<file path="config.mk">
export PLATFORM = sky130hd
export DESIGN_NAME = rom_loader_flat
export DESIGN_NICKNAME = d
export VERILOG_FILES = /design/src/rtl/rom_loader_pkg.sv /design/src/rtl/rom_loader_if.sv /design/src/rtl/rom_loader_byte_packer.sv /design/src/rtl/rom_loader.sv /design/src/flat_wrapper.sv
export SDC_FILE = /design/constraint.sdc
export NUM_CORES = 1
export LEC_CHECK = 0
export ABC_AREA = 0
export ABC_CLOCK_PERIOD_IN_PS = 4200
export BUFFER_PORTS_ARGS = -buffer_cell sky130_fd_sc_hd__buf_2
export CAP_MARGIN = 5
export CORE_MARGIN = 5
export CORE_UTILIZATION = 57
export DETAILED_ROUTE_END_ITERATION = 8
export PLACE_DENSITY = 0.9
export SYNTH_ARGS = -nofsm -noshare
export SYNTH_HDL_FRONTEND = slang
export SYNTH_SLANG_ARGS = --single-unit
export TNS_END_PERCENT = 100
</file>
<file path="constraint.sdc">
create_clock -name clk -period 4.2 [get_ports clk]
set_clock_uncertainty 0.15 [all_clocks]
set_input_delay 0.42 -clock clk [delete_from_list [all_inputs] [get_ports clk]]
set_output_delay 0.42 -clock clk [all_outputs]
set_load 0.02 [all_outputs]
</file>
<file path="src/rtl/rom_loader_pkg.sv">
// Shared types and constants for the instruction-ROM loader.
package rom_loader_pkg;

    typedef enum logic [2:0] {
        IDLE,
        LEN,
        DATA,
        CHK,
        DONE
    } state_t;

    localparam int WORD_BYTES    = 4;
    localparam int DEF_MAX_WORDS = 64;

endpackage

</file>
<file path="src/rtl/rom_loader_if.sv">
// Byte-stream input and instruction-memory write bundle of the loader.
// slave is the loader side; master is the stream source / memory side.
interface rom_loader_if #(
    parameter int ADDR_W = 8,
    parameter int DATA_W = 32
) ();

    logic              i_start;
    logic [7:0]        i_byte_in;
    logic              i_byte_valid;
    logic              o_byte_ready;
    logic              o_wr_en;
    logic [ADDR_W-1:0] o_wr_addr;
    logic [DATA_W-1:0] o_wr_data;
    logic              o_pipe_hold;
    logic              o_done;
    logic              o_err;

    modport slave (
        input  i_start, i_byte_in, i_byte_valid,
        output o_byte_ready, o_wr_en, o_wr_addr, o_wr_data,
        output o_pipe_hold, o_done, o_err
    );

    modport master (
        output i_start, i_byte_in, i_byte_valid,
        input  o_byte_ready, o_wr_en, o_wr_addr, o_wr_data,
        input  o_pipe_hold, o_done, o_err
    );

endinterface

</file>
<file path="src/rtl/rom_loader_byte_packer.sv">
// Shifts accepted bytes MSB-first into a word; o_word_vld pulses the cycle after the 4th byte.
// No backpressure of its own: the caller only strobes i_vld on accepted bytes.
module rom_loader_byte_packer #(
    parameter int DATA_W = 32
) (
    input  logic              clk,
    input  logic              R,
    input  logic              i_clr,
    input  logic              i_vld,
    input  logic [7:0]        i_byte,
    output logic [1:0]        o_cnt,
    output logic              o_word_vld,
    output logic [DATA_W-1:0] o_word
);

    logic [1:0]        r_cnt;
    logic [DATA_W-1:0] r_shift;
    logic              r_vld;

    always_ff @(posedge clk or posedge R) begin
        if (R) begin
            r_cnt   <= 2'd0;
            r_shift <= '0;
            r_vld   <= 1'b0;
        end else begin
            r_vld <= i_vld && (r_cnt == 2'd3);
            if (i_clr) begin
                r_cnt <= 2'd0;
            end else if (i_vld) begin
                r_shift <= {r_shift[DATA_W-9:0], i_byte};
                r_cnt   <= r_cnt + 2'd1;
            end
        end
    end

    assign o_cnt      = r_cnt;
    assign o_word_vld = r_vld;
    assign o_word     = r_shift;

endmodule

</file>
<file path="src/rtl/rom_loader.sv">
// Loads a length-prefixed big-endian byte stream into instruction memory, holding the pipeline meanwhile;
// wr_en follows the 4th byte by one cycle. ROM_LOADER_CHECKSUM_EN adds a trailing XOR checksum byte.
module rom_loader
    import rom_loader_pkg::*;
#(
    parameter int              ADDR_W    = 8,
    parameter int              DATA_W    = 32,
    parameter logic [ADDR_W-1:0] BASE_ADDR = '0,
    parameter int              MAX_WORDS = DEF_MAX_WORDS
) (
    input  logic         clk,
    input  logic         R,
    rom_loader_if.slave  bus
);

    localparam logic [8:0]      LP_MAX  = 9'(MAX_WORDS);
    localparam logic [ADDR_W:0] LP_STEP = (ADDR_W + 1)'(WORD_BYTES);

    state_t            r_state, w_next;
    logic              r_byte_ready, r_wr_en, r_pipe_hold, r_done, r_err;
    logic [ADDR_W-1:0] r_wr_addr;
    logic [DATA_W-1:0] r_wr_data;
    logic [7:0]        r_len, r_word_cnt;
    logic [ADDR_W:0]   r_addr;
    logic              w_acc, w_clr, w_last_word, w_last_byte, w_wr;
    logic              w_set_err, w_rdy_next, w_pk_vld;
    logic [1:0]        w_pk_cnt;
    logic [DATA_W-1:0] w_pk_word;
`ifdef ROM_LOADER_CHECKSUM_EN
    logic [7:0]        r_csum;
`endif

    assign w_acc       = bus.i_byte_valid && r_byte_ready;
    assign w_clr       = (r_state == IDLE) && bus.i_start;
    assign w_last_word = (r_word_cnt == r_len - 8'd1);
    // Drop ready right after the final byte of the last (or wrapped) word so nothing
    // else enters the packer before the FSM leaves DATA on the following edge.
    assign w_last_byte = w_acc && (r_state == DATA) && (w_pk_cnt == 2'd3)
                         && (w_last_word || r_addr[ADDR_W]);
    assign w_wr        = w_pk_vld && (r_state == DATA) && !r_addr[ADDR_W];

    rom_loader_byte_packer #(.DATA_W(DATA_W)) u_packer (
        .clk        (clk),
        .R          (R),
        .i_clr      (w_clr),
        .i_vld      (w_acc && (r_state == DATA)),
        .i_byte     (bus.i_byte_in),
        .o_cnt      (w_pk_cnt),
        .o_word_vld (w_pk_vld),
        .o_word     (w_pk_word)
    );

    always_comb begin
        w_next    = r_state;
        w_set_err = 1'b0;
        case (r_state)
            IDLE: if (bus.i_start) w_next = LEN;
            LEN: if (w_acc) begin
                if (bus.i_byte_in == 8'd0) begin
                    w_next = DONE;
                end else if ({1'b0, bus.i_byte_in} > LP_MAX) begin
                    w_next    = DONE;
                    w_set_err = 1'b1;
                end else begin
                    w_next = DATA;
                end
            end
            DATA: if (w_pk_vld) begin
                if (r_addr[ADDR_W]) begin
                    w_next    = DONE;
                    w_set_err = 1'b1;
                end else if (w_last_word) begin
`ifdef ROM_LOADER_CHECKSUM_EN
                    w_next = CHK;
`else
                    w_next = DONE;
`endif
                end
            end
`ifdef ROM_LOADER_CHECKSUM_EN
            CHK: if (w_acc) begin
                w_next    = DONE;
                w_set_err = (bus.i_byte_in != r_csum);
            end
`endif
            DONE:    w_next = IDLE;
            default: w_next = IDLE;
        endcase
        w_rdy_next = (w_next == LEN) || (w_next == CHK)
                     || ((w_next == DATA) && !w_last_byte);
    end

    always_ff @(posedge clk or posedge R) begin
        if (R) begin
            r_state      <= IDLE;
            r_byte_ready <= 1'b0;
            r_wr_en      <= 1'b0;
            r_wr_addr    <= '0;
            r_wr_data    <= '0;
            r_pipe_hold  <= 1'b0;
            r_done       <= 1'b0;
            r_err        <= 1'b0;
            r_len        <= 8'd0;
            r_word_cnt   <= 8'd0;
            r_addr       <= '0;
        end else begin
            r_state      <= w_next;
            r_byte_ready <= w_rdy_next;
            r_wr_en      <= w_wr;
            if (w_wr) begin
                r_wr_addr <= r_addr[ADDR_W-1:0];
                r_wr_data <= w_pk_word;
            end
            if (w_pk_vld && (r_state == DATA)) begin
                r_addr     <= r_addr + LP_STEP;
                r_word_cnt <= r_word_cnt + 8'd1;
            end
            if ((r_state == LEN) && w_acc) begin
                r_len      <= bus.i_byte_in;
                r_word_cnt <= 8'd0;
                r_addr     <= {1'b0, BASE_ADDR};
            end
            if (w_clr) begin
                r_done      <= 1'b0;
                r_err       <= 1'b0;
                r_pipe_hold <= 1'b1;
            end
            if (w_set_err) r_err <= 1'b1;
            if ((w_next == DONE) && (r_state != DONE)) begin
                r_done      <= 1'b1;
                r_pipe_hold <= 1'b0;
            end
        end
    end

`ifdef ROM_LOADER_CHECKSUM_EN
    always_ff @(posedge clk or posedge R) begin
        if (R)                                   r_csum <= 8'd0;
        else if (w_clr)                          r_csum <= 8'd0;
        else if (w_acc && (r_state == DATA))     r_csum <= r_csum ^ bus.i_byte_in;
    end
`endif

    assign bus.o_byte_ready = r_byte_ready;
    assign bus.o_wr_en      = r_wr_en;
    assign bus.o_wr_addr    = r_wr_addr;
    assign bus.o_wr_data    = r_wr_data;
    assign bus.o_pipe_hold  = r_pipe_hold;
    assign bus.o_done       = r_done;
    assign bus.o_err        = r_err;

endmodule

</file>
<file path="src/flat_wrapper.sv">
// flat-port wrapper written by rule: the top's interface ports become plain ports
module rom_loader_flat import rom_loader_pkg::*;
#(
    parameter int              ADDR_W    = 8,
    parameter int              DATA_W    = 32,
    parameter logic [ADDR_W-1:0] BASE_ADDR = '0,
    parameter int              MAX_WORDS = DEF_MAX_WORDS
)
  (clk, R, bus_i_start, bus_i_byte_in, bus_i_byte_valid, bus_o_byte_ready, bus_o_wr_en, bus_o_wr_addr, bus_o_wr_data, bus_o_pipe_hold, bus_o_done, bus_o_err);
  rom_loader_if #(.ADDR_W(ADDR_W), .DATA_W(DATA_W)) bus_i ();
  input  logic clk;
  input  logic R;
  input wire logic [$bits(bus_i.i_start)-1:0] bus_i_start;
  input wire logic [$bits(bus_i.i_byte_in)-1:0] bus_i_byte_in;
  input wire logic [$bits(bus_i.i_byte_valid)-1:0] bus_i_byte_valid;
  output wire logic [$bits(bus_i.o_byte_ready)-1:0] bus_o_byte_ready;
  output wire logic [$bits(bus_i.o_wr_en)-1:0] bus_o_wr_en;
  output wire logic [$bits(bus_i.o_wr_addr)-1:0] bus_o_wr_addr;
  output wire logic [$bits(bus_i.o_wr_data)-1:0] bus_o_wr_data;
  output wire logic [$bits(bus_i.o_pipe_hold)-1:0] bus_o_pipe_hold;
  output wire logic [$bits(bus_i.o_done)-1:0] bus_o_done;
  output wire logic [$bits(bus_i.o_err)-1:0] bus_o_err;
  assign bus_i.i_start = bus_i_start;
  assign bus_i.i_byte_in = bus_i_byte_in;
  assign bus_i.i_byte_valid = bus_i_byte_valid;
  assign bus_o_byte_ready = bus_i.o_byte_ready;
  assign bus_o_wr_en = bus_i.o_wr_en;
  assign bus_o_wr_addr = bus_i.o_wr_addr;
  assign bus_o_wr_data = bus_i.o_wr_data;
  assign bus_o_pipe_hold = bus_i.o_pipe_hold;
  assign bus_o_done = bus_i.o_done;
  assign bus_o_err = bus_i.o_err;
  rom_loader #(.ADDR_W(ADDR_W), .DATA_W(DATA_W), .BASE_ADDR(BASE_ADDR), .MAX_WORDS(MAX_WORDS)) u_core (.clk(clk), .R(R), .bus(bus_i));
endmodule
</file>
# Yosys cells after proc, flatten, opt, wreduce, memory -nomap -nowiden

Cells that the tools add are included.

Input port bits: 12
Register bits after elaboration: 108
Output and inout port bits: 45

Magnitude comparators: 1
Multiplexer cells: 25
Reduce and logical (&&, ||, !) cells: 22
Bitwise operators: 1
$add $sub $neg: 4
Eq/ne operators: 9

Operators by type and width:

| operator                                                             | number |
|---|---|
| 3-bit 2-to-1 mux                                                     | 7 |
| 9-bit 2-to-1 mux                                                     | 2 |
| 8-bit 2-to-1 mux                                                     | 2 |
| 1-bit logical AND                                                    | 10 |
| 1-bit 2-to-1 mux                                                     | 10 |
| 9-bit by 3-bit adder with 9-bit output, second input constant        | 1 |
| 3-bit by 2-bit == test with 1-bit output, second input constant      | 3 |
| 3-bit one-hot mux with 3 select lines                                | 1 |
| 8-bit by 1-bit adder with 8-bit output, second input constant        | 1 |
| 8-bit == test                                                        | 1 |
| 8-bit by 7-bit > comparator with 1-bit output, second input constant | 1 |
| 8-bit zero test                                                      | 1 |
| 2-bit nonzero test                                                   | 4 |
| 8-bit by 1-bit subtractor with 8-bit output, second input constant   | 1 |
| 3-bit by 1-bit == test with 1-bit output, second input constant      | 2 |
| 2-bit 2-to-1 mux                                                     | 2 |
| 3-bit == test, second input constant                                 | 1 |
| 3-bit zero test                                                      | 1 |
| 1-bit logical OR                                                     | 3 |
| 3-bit inequality test, second input constant                         | 1 |
| 2-bit by 1-bit adder with 2-bit output, second input constant        | 1 |
| 2-bit == test, second input constant                                 | 1 |
| 1-bit zero test                                                      | 2 |
| 1-bit one-hot mux with 2 select lines                                | 1 |
| other kinds (2)                                                      | 2 |

# Logic depth before layout (Yosys ltp)

Gate-level depths: netlist (run 1).

Depth after elaboration: 9
Gate-level depth with buffers: 7

# Hierarchy

From an unflattened synthesis (run 1), not the netlist that was laid out.

Cells, all modules: 325
Area total of the unflattened synthesis: 4568.1 um^2

By module, submodules not included:

| module                 | area each (um^2) | times used | sequential area each (um^2) | cells each |
|---|---|---|---|---|
| rom_loader             | 3093.0           | 1          | 1726.7                      | 246 |
| rom_loader_byte_packer | 1475.2           | 1          | 875.8                       | 79 |

# Worst setup path after synthesis (run 1)

Ideal clock, no wire load.

Path kind: reg2reg
From: reg u_core.r_len[0]
To: reg u_core.r_done, in the netlist u_core.bus.o_done
Data arrival time: 1.831 ns
Setup time: 0.126 ns
Setup slack: 2.093 ns
Path buffers: 0
Cell stages (with the launch flop): 6
Path through: dfrtp_1 > or4_4 > o2111a_1 > a211oi_2 > o41ai_2 > a221o_1

Word-level cells in the longest chain between the ends: 9
Elaborated cells on any way between the ends: 10
Classes of those cells: add/sub: 1; eq/ne: 2; mux: 5; reduce/logical: 2

RTL lines:

| item                                                   | RTL line          | text |
|---|---|---|
| start, declared                                        | rom_loader.sv:23  | `logic [7:0] r_len, r_word_cnt;` |
| start signal, assigned                                 | rom_loader.sv:119 | `r_len <= bus.i_byte_in;` |
| 8-bit by 1-bit subtractor with 8-bit output *          | rom_loader.sv:35  | `assign w_last_word = (r_word_cnt == r_len - 8'd1);` |
| 8-bit == test *                                        | rom_loader.sv:35  |  |
| 3-bit 2-to-1 mux *                                     | rom_loader.sv:72  | `end else if (w_last_word) begin` |
| 3-bit 2-to-1 mux *                                     | rom_loader.sv:69  | `if (r_addr[ADDR_W]) begin` |
| 3-bit 2-to-1 mux *                                     | rom_loader.sv:68  | `DATA: if (w_pk_vld) begin` |
| 3-bit one-hot mux with 3 select lines *                | rom_loader.sv:56  | `case (r_state)` |
| 3-bit == test *                                        | rom_loader.sv:129 | `if ((w_next == DONE) && (r_state != DONE)) begin` |
| 1-bit logical AND *                                    | rom_loader.sv:129 |  |
| 1-bit 2-to-1 mux or 2-bit nonzero test (tied branches) | -                 |  |
| end signal, assigned                                   | rom_loader.sv:101 | `r_done <= 1'b0;` |
| end signal, assigned                                   | rom_loader.sv:124 | `r_done <= 1'b0;` |
| end signal, assigned                                   | rom_loader.sv:130 | `r_done <= 1'b1;` |
| end, declared                                          | rom_loader.sv:20  | `logic r_byte_ready, r_wr_en, r_pipe_hold, r_done, r_err;` |

Mark *: on every way between the ends. The rest lies on a longest branch, timed or not.
A chain may end at the register's enable or synchronous reset.

# Final worst setup path (run 1)

From: reg u_core.r_state[2]
To: reg u_core.r_wr_data[2], in the netlist u_core.bus.o_wr_data[2]

Word-level cells in the longest chain between the ends: 3

RTL lines:

| item                                     | RTL line          | text |
|---|---|---|
| start, declared                          | rom_loader.sv:19  | `state_t r_state, w_next;` |
| start signal, assigned                   | rom_loader.sv:107 | `r_state <= w_next;` |
| 3-bit by 2-bit == test with 1-bit output | rom_loader.sv:40  | `assign w_wr = w_pk_vld && (r_state == DATA) && !r_addr[ADDR_W];` |
| 1-bit logical AND (2 in series)          | rom_loader.sv:40  |  |
| end signal, assigned                     | rom_loader.sv:112 | `r_wr_data <= w_pk_word;` |
| end, declared                            | rom_loader.sv:22  | `logic [DATA_W-1:0] r_wr_data;` |

Every way passes these cells.

==> flow_summary.ini, run 1 <==
[floorplanning]
die_height_um = 98.0
dieArea_um2 = 9590
coreArea_um2 = 7650
rows = 32
die_w_um = 98.0
io_pins = 57
initial_core_util = 0.577

[clock_tree]
clkSlewWorstSetupHoldPaths_ns = 0.11
clkLatencyLatePin_ns = 0.36
cts_resized = 0
cts_hold_buf = 0
cts_root_buffer = clkbuf_8
cts_made_buffers = 9
h-tree-depth = 3
cts.path.max_buffers = 2
cts_tree = done
numClockSinks = 104
cts_setup_buffers = 0

[pwr]
p_per_area_nw_per_um2 = 511
ir_worst_vdd_v = 0.000275
p_leak_nw = 2.50
power_mw = 2.54

[grt]
track_usage = 0.183
grt_pass1_vias = 2977
overflow = 0
antenna_found_initial = 0
grt_pass1_wl_mm = 14.5
grt_max_degree = 85

[cells_and_area]
syn_to_final_growth_pct = 12.8
post-route-util = 0.650
drive_gt1_frac = 0.408
layout_commonest_cell = dfrtp_1
n_antenna_cell = 0
final_cell_mix = dfrtp_1 (104), mux2_2 (75), buf_2 (54), nand2_1 (17), nor2_1 (16)
nets = 398
multi_input_area_um2 = 1720
fillers = 556
seq_area_um2 = 2600

[worst_setup_path]
crit_type = reg2reg
rr_endpoint = u_core.bus.o_wr_data[2]
cp_max_fo = 39
cp.arrival_ns = 2.65
cp.required_ns = 4.29
setup.worst_path.end_class = flip-flop
ff2ff_path_depth = 3
crit_path_start_kind = flip-flop
r2r_start = u_core.r_state[2]
r2r_slack_ns = 1.64

[outcome]
outcome = finished clean

[synthesis]
syn_inst = 329
synth_edf_count = 0
syn_area_um2 = 4410
synth_warnings = 0
synth-main-ff-cell = dfrtp_1
async_reset_ff_frac = 1.00
postSynthAreaPerCell_um2 = 13.4
yosysSeqAreaShare = 0.590
synth_cell_types = 52
ys_ff_latch = 104

[route]
drc = 0
ant_nets = 0
avgRoutedWirePerCell_um = 17.1
routed-via-count = 2765
drt_pass1_iterations = 4
drt_iter0_drc = 202
via_per_inst = 5.65
wirelength_mm = 8.35

[place]
dp_hpwl_mm = 5.92
globalplace.congestion = 0.887
port_buffers = 54

[timing]
worst_pin_slew_ns = 0.956
maxSlewViolCount = 0
clock.fmax_mhz = 391
final.setup.tns_ns = 0
rsz0062_at_grt = no
setup_violations = 0
hold_viol_final = 0
whs_ns = 0.120
maxSlewHeadroom = 0.363
finalCriticalPeriod_ns = 2.56
fin_crit_sh = 0.608

[flow_run]
cap_viol_max_count = 0

[hold_path]
hp-class = in2async
## registers in the layout, summed over array words and instances, names as in the netlist
name,count
u_core.bus.o_err,1
u_core.u_packer.o_cnt,2
u_core.r_len,8
u_core.bus.o_pipe_hold,1
u_core.r_addr,7
u_core.bus.o_done,1
u_core.r_state,3
u_core.bus.o_wr_en,1
u_core.u_packer.o_word,32
u_core.bus.o_wr_addr,6
u_core.u_packer.o_word_vld,1
u_core.bus.o_wr_data,32
u_core.r_word_cnt,8
u_core.bus.o_byte_ready,1
## worst max-delay path: stages, from the launching register on
cell,delay [ns]
dfrtp_1,0.47
and4bb_2,0.57
and2_2,0.81
mux2_2,0.42
## power by group
part / switching (mW) / leakage [nW] / internal (mW)
logic: 0.280 / 0.985 / 0.273
clock network: 0.352 / 0.108 / 0.293
registers: 0.166 / 1.40 / 1.18
## area by class of cell
type                            count  area share
Clock buffer                       10      0.0257
Sequential cell                   104       0.523
Timing Repair Buffer               56      0.0574
Tap cell                          102      0.0257
Inverter                            6     0.00503
Clock inverter                      6      0.0174
Multi-Input combinational cell    205       0.345
## logic make-up after synthesis
group,after synthesis,share of synthesized area
flip-flops,104,0.590
multiplexers,77,0.196
AND/OR/NAND/NOR,72,0.0900
AO/OA/AOI/OAI,32,0.0542
buffers and inverters,21,0.0216
XOR/XNOR,18,0.0358
adder cells (fa/ha/maj),4,0.0114
other,1,0.000850
## worst max path at each step
stage,slack [ns],cells after the start,end,startpoint
2_1_floorplan,0.90,1,u_core.bus.o_byte_ready,R
3_3_place_gp,1.76,3,u_core.bus.o_wr_data[3],u_core.r_state[2]
3_5_place_dp,1.63,3,u_core.bus.o_wr_data[5],u_core.r_state[2]
4_1_cts,1.65,3,u_core.bus.o_wr_data[5],u_core.r_state[2]
5_1_grt,1.52,3,u_core.bus.o_wr_data[17],u_core.r_state[2]
6_report,1.64,3,u_core.bus.o_wr_data[2],u_core.r_state[2]
## cell usage after synthesis (all sizes together), types with 2 or more instances
master | instances | area share
dfrtp | 104 | 0.59
mux2 | 75 | 0.19
nand2 | 17 | 0.014
nor2 | 16 | 0.014
buf | 10 | 0.012
xnor2 | 10 | 0.020
o21ai | 9 | 0.010
xor2 | 8 | 0.016
inv | 6 | 0.0051
clkbuf | 5 | 0.0043
nand4 | 5 | 0.0071
a21oi | 4 | 0.0045
ha | 4 | 0.011
nand3 | 4 | 0.0045
nor3 | 4 | 0.0057
nor4 | 4 | 0.0071
and3 | 3 | 0.0043
nand2b | 3 | 0.0043
a211oi | 2 | 0.0045
a22o | 2 | 0.0040
a22oi | 2 | 0.0034
and2 | 2 | 0.0028
and4 | 2 | 0.0040
mux2i | 2 | 0.0045
nor2b | 2 | 0.0028
nor3b | 2 | 0.0034
or3 | 2 | 0.0028
or4 | 2 | 0.0043
## stage by stage
stage,instance area (um2),cells,setup slack (ns)
after global routing,4970,489,1.52
final,4970,489,1.64
after detailed placement,4760,473,1.63
after floorplan,4410,330,0.898
after CTS,4970,489,1.65
after global placement,4760,473,1.76
## metal layers
layer | vias up | track usage | wire (um)
met3 | 12 | 0.0314 | 329
met4 | 0 | 0.0607 | 127
li1 | 1278 | - | -
met5 | - | 0 | 0
met1 | 1410 | 0.239 | 3560
met2 | 65 | 0.311 | 4330
No activity file was read; power rests on OpenSTA's default activity.
==> run 2: changes to the inputs <==
ABC_AREA = 1   (was 0)
ABC_CLOCK_PERIOD_IN_PS = 2280   (was 4200)
CORE_UTILIZATION = 52   (was 57)
PLACE_DENSITY = 0.87   (was 0.9)
clock period = 2.28 ns   (was 4.2 ns; I/O delays follow)
==> flow_summary.ini, run 2 <==
[cells_and_area]
layout_commonest_cell = nand2_1
nets = 577
n_antenna_cell = 0
syn_to_final_growth_pct = 14.5
final_cell_mix = nand2_1 (148), dfrtp_1 (104), inv_1 (64), buf_2 (54), o21ai_0 (52)
drive_gt1_frac = 0.161

[synthesis]
synth_edf_count = 0
yosysTopAreaCellShare = 0.584
post-synth-top-count-cell = nand2_1
ys_top_cells_by_area = dfrtp_1 (58%), nand2_1 (12%), o21ai_0 (5.8%), inv_1 (5.5%), o21ai_1 (4.3%)
synth_cell_types = 32
syn_inst = 499
synth_warnings = 0
async_reset_ff_frac = 1.00
postSynthAreaPerCell_um2 = 8.92
ys_ff_latch = 104
syn_area_um2 = 4450
synth_area_leader_cell = dfrtp_1
synth_commonest_cells = nand2_1 (148), dfrtp_1 (104), inv_1 (65), o21ai_0 (52), o21ai_1 (38)
synth-main-ff-cell = dfrtp_1
yosysSeqAreaShare = 0.584

[grt]
overflow = 0
track_usage = 0.191
grt_max_degree = 73
grt_pass1_wl_mm = 15.8
grt_pass1_vias = 3384
antenna_found_initial = 0

[clock_tree]
cts.path.max_buffers = 2
cts_made_buffers = 9
cts_setup_buffers = 0
h-tree-depth = 3
cts_root_buffer = clkbuf_8
cts_tree = done
numClockSinks = 104
clkLatencyLatePin_ns = 0.36
clkSlewWorstSetupHoldPaths_ns = 0.10

[pwr]
p_leak_nw = 2.68
p_per_area_nw_per_um2 = 897
ir_worst_vdd_v = 0.000536
power_mw = 4.57

[worst_setup_path]
critical_path.slowest_cell = dlygate4sd3_1
crit_top_cell = nand2_1
setup.worst_path.end_class = flip-flop
path_cells = dlygate4sd3_1, buf_2, nor4_1, nand2_1, o21ai_0, o21ai_0, or2_0, nand2_1, nand2_1, nand2_1
slowest_delay_ns = 0.53
crit_type = in2reg
cp.required_ns = 2.43
cp.arrival_ns = 2.19
critPathTopFamily = simple AND/OR/NAND/NOR gates
cp_num_buf_inv = 2
cp_max_fo = 3
crit_path_start_kind = primary input

[floorplanning]
dieArea_um2 = 10500
die_w_um = 103
coreArea_um2 = 8300
rows = 33
io_pins = 57
die_height_um = 103
initial_core_util = 0.537

[timing]
setup_violations = 0
final.setup.tns_ns = 0
finalCriticalPeriod_ns = 2.04
clock.fmax_mhz = 490
rsz0062_at_grt = no
hold_viol_final = 0
maxSlewViolCount = 0
layout_setup_ws_ns = 0.240
worst_pin_slew_ns = 0.554
fin_crit_sh = 0.895
maxSlewHeadroom = 0.630

[place]
globalplace.congestion = 0.888
pre_cts_ws_ns = 0.326
dp_hpwl_mm = 6.46
port_buffers = 54

[route]
drc = 0
avgRoutedWirePerCell_um = 13.6
wirelength_mm = 9.11
drt_pass1_iterations = 4
routed-via-count = 3400
drt_iter0_drc = 237
via_per_inst = 5.07
ant_nets = 0

[flow_run]
cap_viol_max_count = 0

[outcome]
outcome = finished clean

[hold_path]
hp-class = in2reg
==> run 2: changes by cell type after synthesis, sizes merged, moves of 4 or more <==
cell / delta
nand2: +132
o21ai: +81
mux2: -75
inv: +63
nand3: +12
xnor2: -9
nor3: +7
xor2: -7
nor2: +5
nand4: -4
==> run 2: area by class of cell <==
class	instances	area, um2
fill	681	3200
sequential	104	2600
timing repair buffer	68	435
clock buffer	11	131
tap	105	131
multi-input combinational	308	1470
clock inverter	5	56.3
inverter	70	268
==> run 2: logic make-up (layout without fill, tap and decap cells) <==
kind of cell    after synthesis  count (layout)  share of synthesized area
simple gates                202             202                      0.202
flops                       104             104                      0.584
compound gates               98              98                      0.111
buf+inv                      88             154                     0.0865
fa+ha+maj                     4               4                     0.0112
xor+xnor                      2               2                    0.00393
other cells                   1               2                   0.000842
==> run 2: final timing paths <==
check / cells after the start / slack, ns / to / from
worst max-delay path: 10 / 0.24 / u_core.bus.o_byte_ready / bus_i_byte_in[0]
worst min-delay path: 3 / 0.11 / u_core.bus.o_pipe_hold / bus_i_start
worst max register to register: 16 / 0.32 / u_core.bus.o_byte_ready / u_core.r_len[0]
worst min register to register: 2 / 0.32 / u_core.bus.o_wr_data[29] / u_core.bus.o_wr_data[29]
max in group asynchronous: 4 / 1.03 / u_core.r_addr[6] / R
min in group asynchronous: 3 / 0.34 / u_core.bus.o_wr_data[19] / R
==> run 2: tightest hold or removal path, cell delays in order <==
cell and delay, ns:
buf_2 0.10, nand2_1 0.17, a21oi_1 0.10
==> run 2: where the power goes <==
| part | leakage, nW | total, mW | switching (mW) | internal, mW |
|---|---|---|---|---|
| Combinational | 1.27 | 1.07 | 0.712 | 0.358 |
| Sequential | 1.32 | 2.39 | 0.204 | 2.18 |
| Clock | 0.0937 | 1.11 | 0.605 | 0.509 |
| Total | 2.68 | 4.57 | 1.52 | 3.05 |
==> run 2: stage by stage <==
step           cell area, um2  instances  hold slack [ns]   util
2_1_floorplan            4460        500            0.195      -
3_3_place_gp             4820        646            0.148  0.581
3_5_place_dp             4820        646            0.170  0.581
4_1_cts                  5100        671            0.112  0.614
5_1_grt                  5100        671            0.120  0.614
6_report                 5100        671            0.113  0.614
==> run 2: per-layer routing <==
metal / vias up / GRT usage / part of all wire
li1: 1693 / - / -
met1: 1610 / 0.250 / 0.44
met2: 86 / 0.319 / 0.50
met3: 11 / 0.0426 / 0.045
met4: 0 / 0.0605 / 0.012
met5: - / 0 / 0
==> run 2: timing repair <==
action | 4_1_cts | 5_1_grt
endpoints found under the hold margin | 35 | 0
setup endpoints to repair | 0 | 0
hold buffers | 9 | 0
gates resized for setup | 0 | 0
==> run 3: changes to the inputs <==
CELL_PAD_IN_SITES_DETAIL_PLACEMENT = 0   (was not set)
CELL_PAD_IN_SITES_GLOBAL_PLACEMENT = 1   (was not set)
CORE_UTILIZATION = 39   (was 52)
PLACE_DENSITY = 0.86   (was 0.87)
==> flow_summary.ini, run 3 (synthesis gave the netlist of run 2 again) <==
[worst_setup_path]
crit_type = reg2reg
critical_path.slowest_cell = dfrtp_1
cp_max_fo = 5
setup.worst_path.end_class = flip-flop
slowest_delay_ns = 0.39
crit_path_start_kind = flip-flop
crit_top_cell = nand2_1
cp.required_ns = 2.37
path_cells = inv_1, ha_1, nand2_1, inv_1, nor2_1, nand2_1, nor2_1, nand3_1, nor2_1, nand2_1, nand2_1, nand2_1, nand2_1, nand2_1, nand2_1, nand2_1
cp.arrival_ns = 2.11

[floorplanning]
coreArea_um2 = 11300
dieArea_um2 = 13700
die_w_um = 117
initial_core_util = 0.393
io_pins = 57
die_height_um = 117
rows = 39

[cells_and_area]
design_area_um2 = 5220
syn_to_final_growth_pct = 17.3
drive_gt1_frac = 0.162
final_cell_mix = nand2_1 (148), dfrtp_1 (104), inv_1 (64), buf_2 (54), o21ai_0 (52)
layout_commonest_cell = nand2_1
nets = 574
stdcell_count = 705
fillers = 1091
n_antenna_cell = 0

[pwr]
p_per_area_nw_per_um2 = 959
power_mw = 5.01
ir_worst_vdd_v = 0.000407
p_leak_nw = 2.72

[clock_tree]
numClockSinks = 104
cts_tree = done
cts_resized = 0
cts_made_buffers = 9
cts.path.max_buffers = 2
clkSlewWorstSetupHoldPaths_ns = 0.07
cts_root_buffer = clkbuf_16
h-tree-depth = 3
clkLatencyLatePin_ns = 0.35

[timing]
fin_crit_sh = 0.885
final.setup.tns_ns = 0
rsz0062_at_grt = no
maxSlewHeadroom = 0.631
whs_ns = 0.0139
setup_violations = 0
maxSlewViolCount = 0
hold_viol_final = 0
worst_pin_slew_ns = 0.553
clock.fmax_mhz = 496
finalCriticalPeriod_ns = 2.02

[place]
dp_cells = 683
dp_hpwl_mm = 6.13
port_buffers = 54
globalplace.congestion = 0.791
dpl-instance-area_um2 = 4850

[grt]
grt_max_degree = 105
overflow = 0
antenna_found_initial = 0
grt_pass1_vias = 3166
grt_pass1_wl_mm = 15.1
track_usage = 0.140

[route]
drc = 0
drt_pass1_iterations = 4
via_per_inst = 4.62
routed-via-count = 3256
drt_iter0_drc = 252
avgRoutedWirePerCell_um = 12.5
ant_nets = 0
wirelength_mm = 8.79

[hold_path]
hp-class = in2reg

[outcome]
outcome = finished clean

[flow_run]
cap_viol_max_count = 0
-- run 3: changes by cell type in the layout (fill, tap and decap cells not counted), moves of 2 or more --
cell,delta
dlygate4sd3_1,-2
clkbuf_16,+9
clkbuf_1,-2
clkinv_4,+2
clkinv_2,-2
clkbuf_8,-8
-- run 3: stage by stage --
step	utilization	worst slack, ns
after global placement	0.428	0.335
after detailed placement	0.428	0.286
after global routing	0.461	0.0173
final	0.461	0.262
after CTS	0.461	0.262
after floorplan	-	0.520
-- run 3: power breakdown --
part	switching [mW]	internal, mW	total (mW)
sequential	0.195	2.19	2.38
combinational	0.697	0.358	1.06
clock	0.686	0.887	1.57
-- run 3: path summary, 6_finish.rpt --
check | slack [ns] | startpoint | cells past startpoint | end
max | 0.26 | u_core.r_len[0] | 16 | u_core.bus.o_byte_ready
min | 0.01 | bus_i_byte_in[0] | 3 | u_core.u_packer.o_word[0]
max reg2reg | 0.26 | u_core.r_len[0] | 16 | u_core.bus.o_byte_ready
min reg2reg | 0.33 | u_core.bus.o_wr_data[28] | 2 | u_core.bus.o_wr_data[28]
max in group asynchronous | 1.13 | R | 4 | u_core.bus.o_wr_addr[7]
min in group asynchronous | 0.41 | R | 4 | u_core.r_len[6]
-- run 3: metal layers --
| layer | GRT usage | vias up | routed length [um] |
|---|---|---|---|
| li1 | - | 1681 | - |
| met4 | 0.0482 | 0 | 116 |
| met5 | 0 | - | 0 |
| met2 | 0.224 | 55 | 4020 |
| met3 | 0.0350 | 10 | 420 |
| met1 | 0.185 | 1510 | 4240 |
-- run 3: repair_timing --
item | CTS | global route
hold endpoints to repair | 115 | 0
setup buffers | 0 | 0
hold buffers | 7 | 0
-- run 3: cell type report --
cell class	count	area, um2	area share
flip-flops and latches	104	2600	0.498
multi-input cells	308	1470	0.282
repair buffers	65	395	0.0757
inverters	70	268	0.0513
clock buffers	10	239	0.0458
well taps	143	179	0.0343
clock inverters	5	65.1	0.0125
-- run 3: worst max-delay path, delay by kind of cell, from the launching register on --
family        cells  cell delay (ns)
flops             1             0.39
buf+inv           2             0.17
simple gates     13             0.93
fa+ha+maj         1             0.27
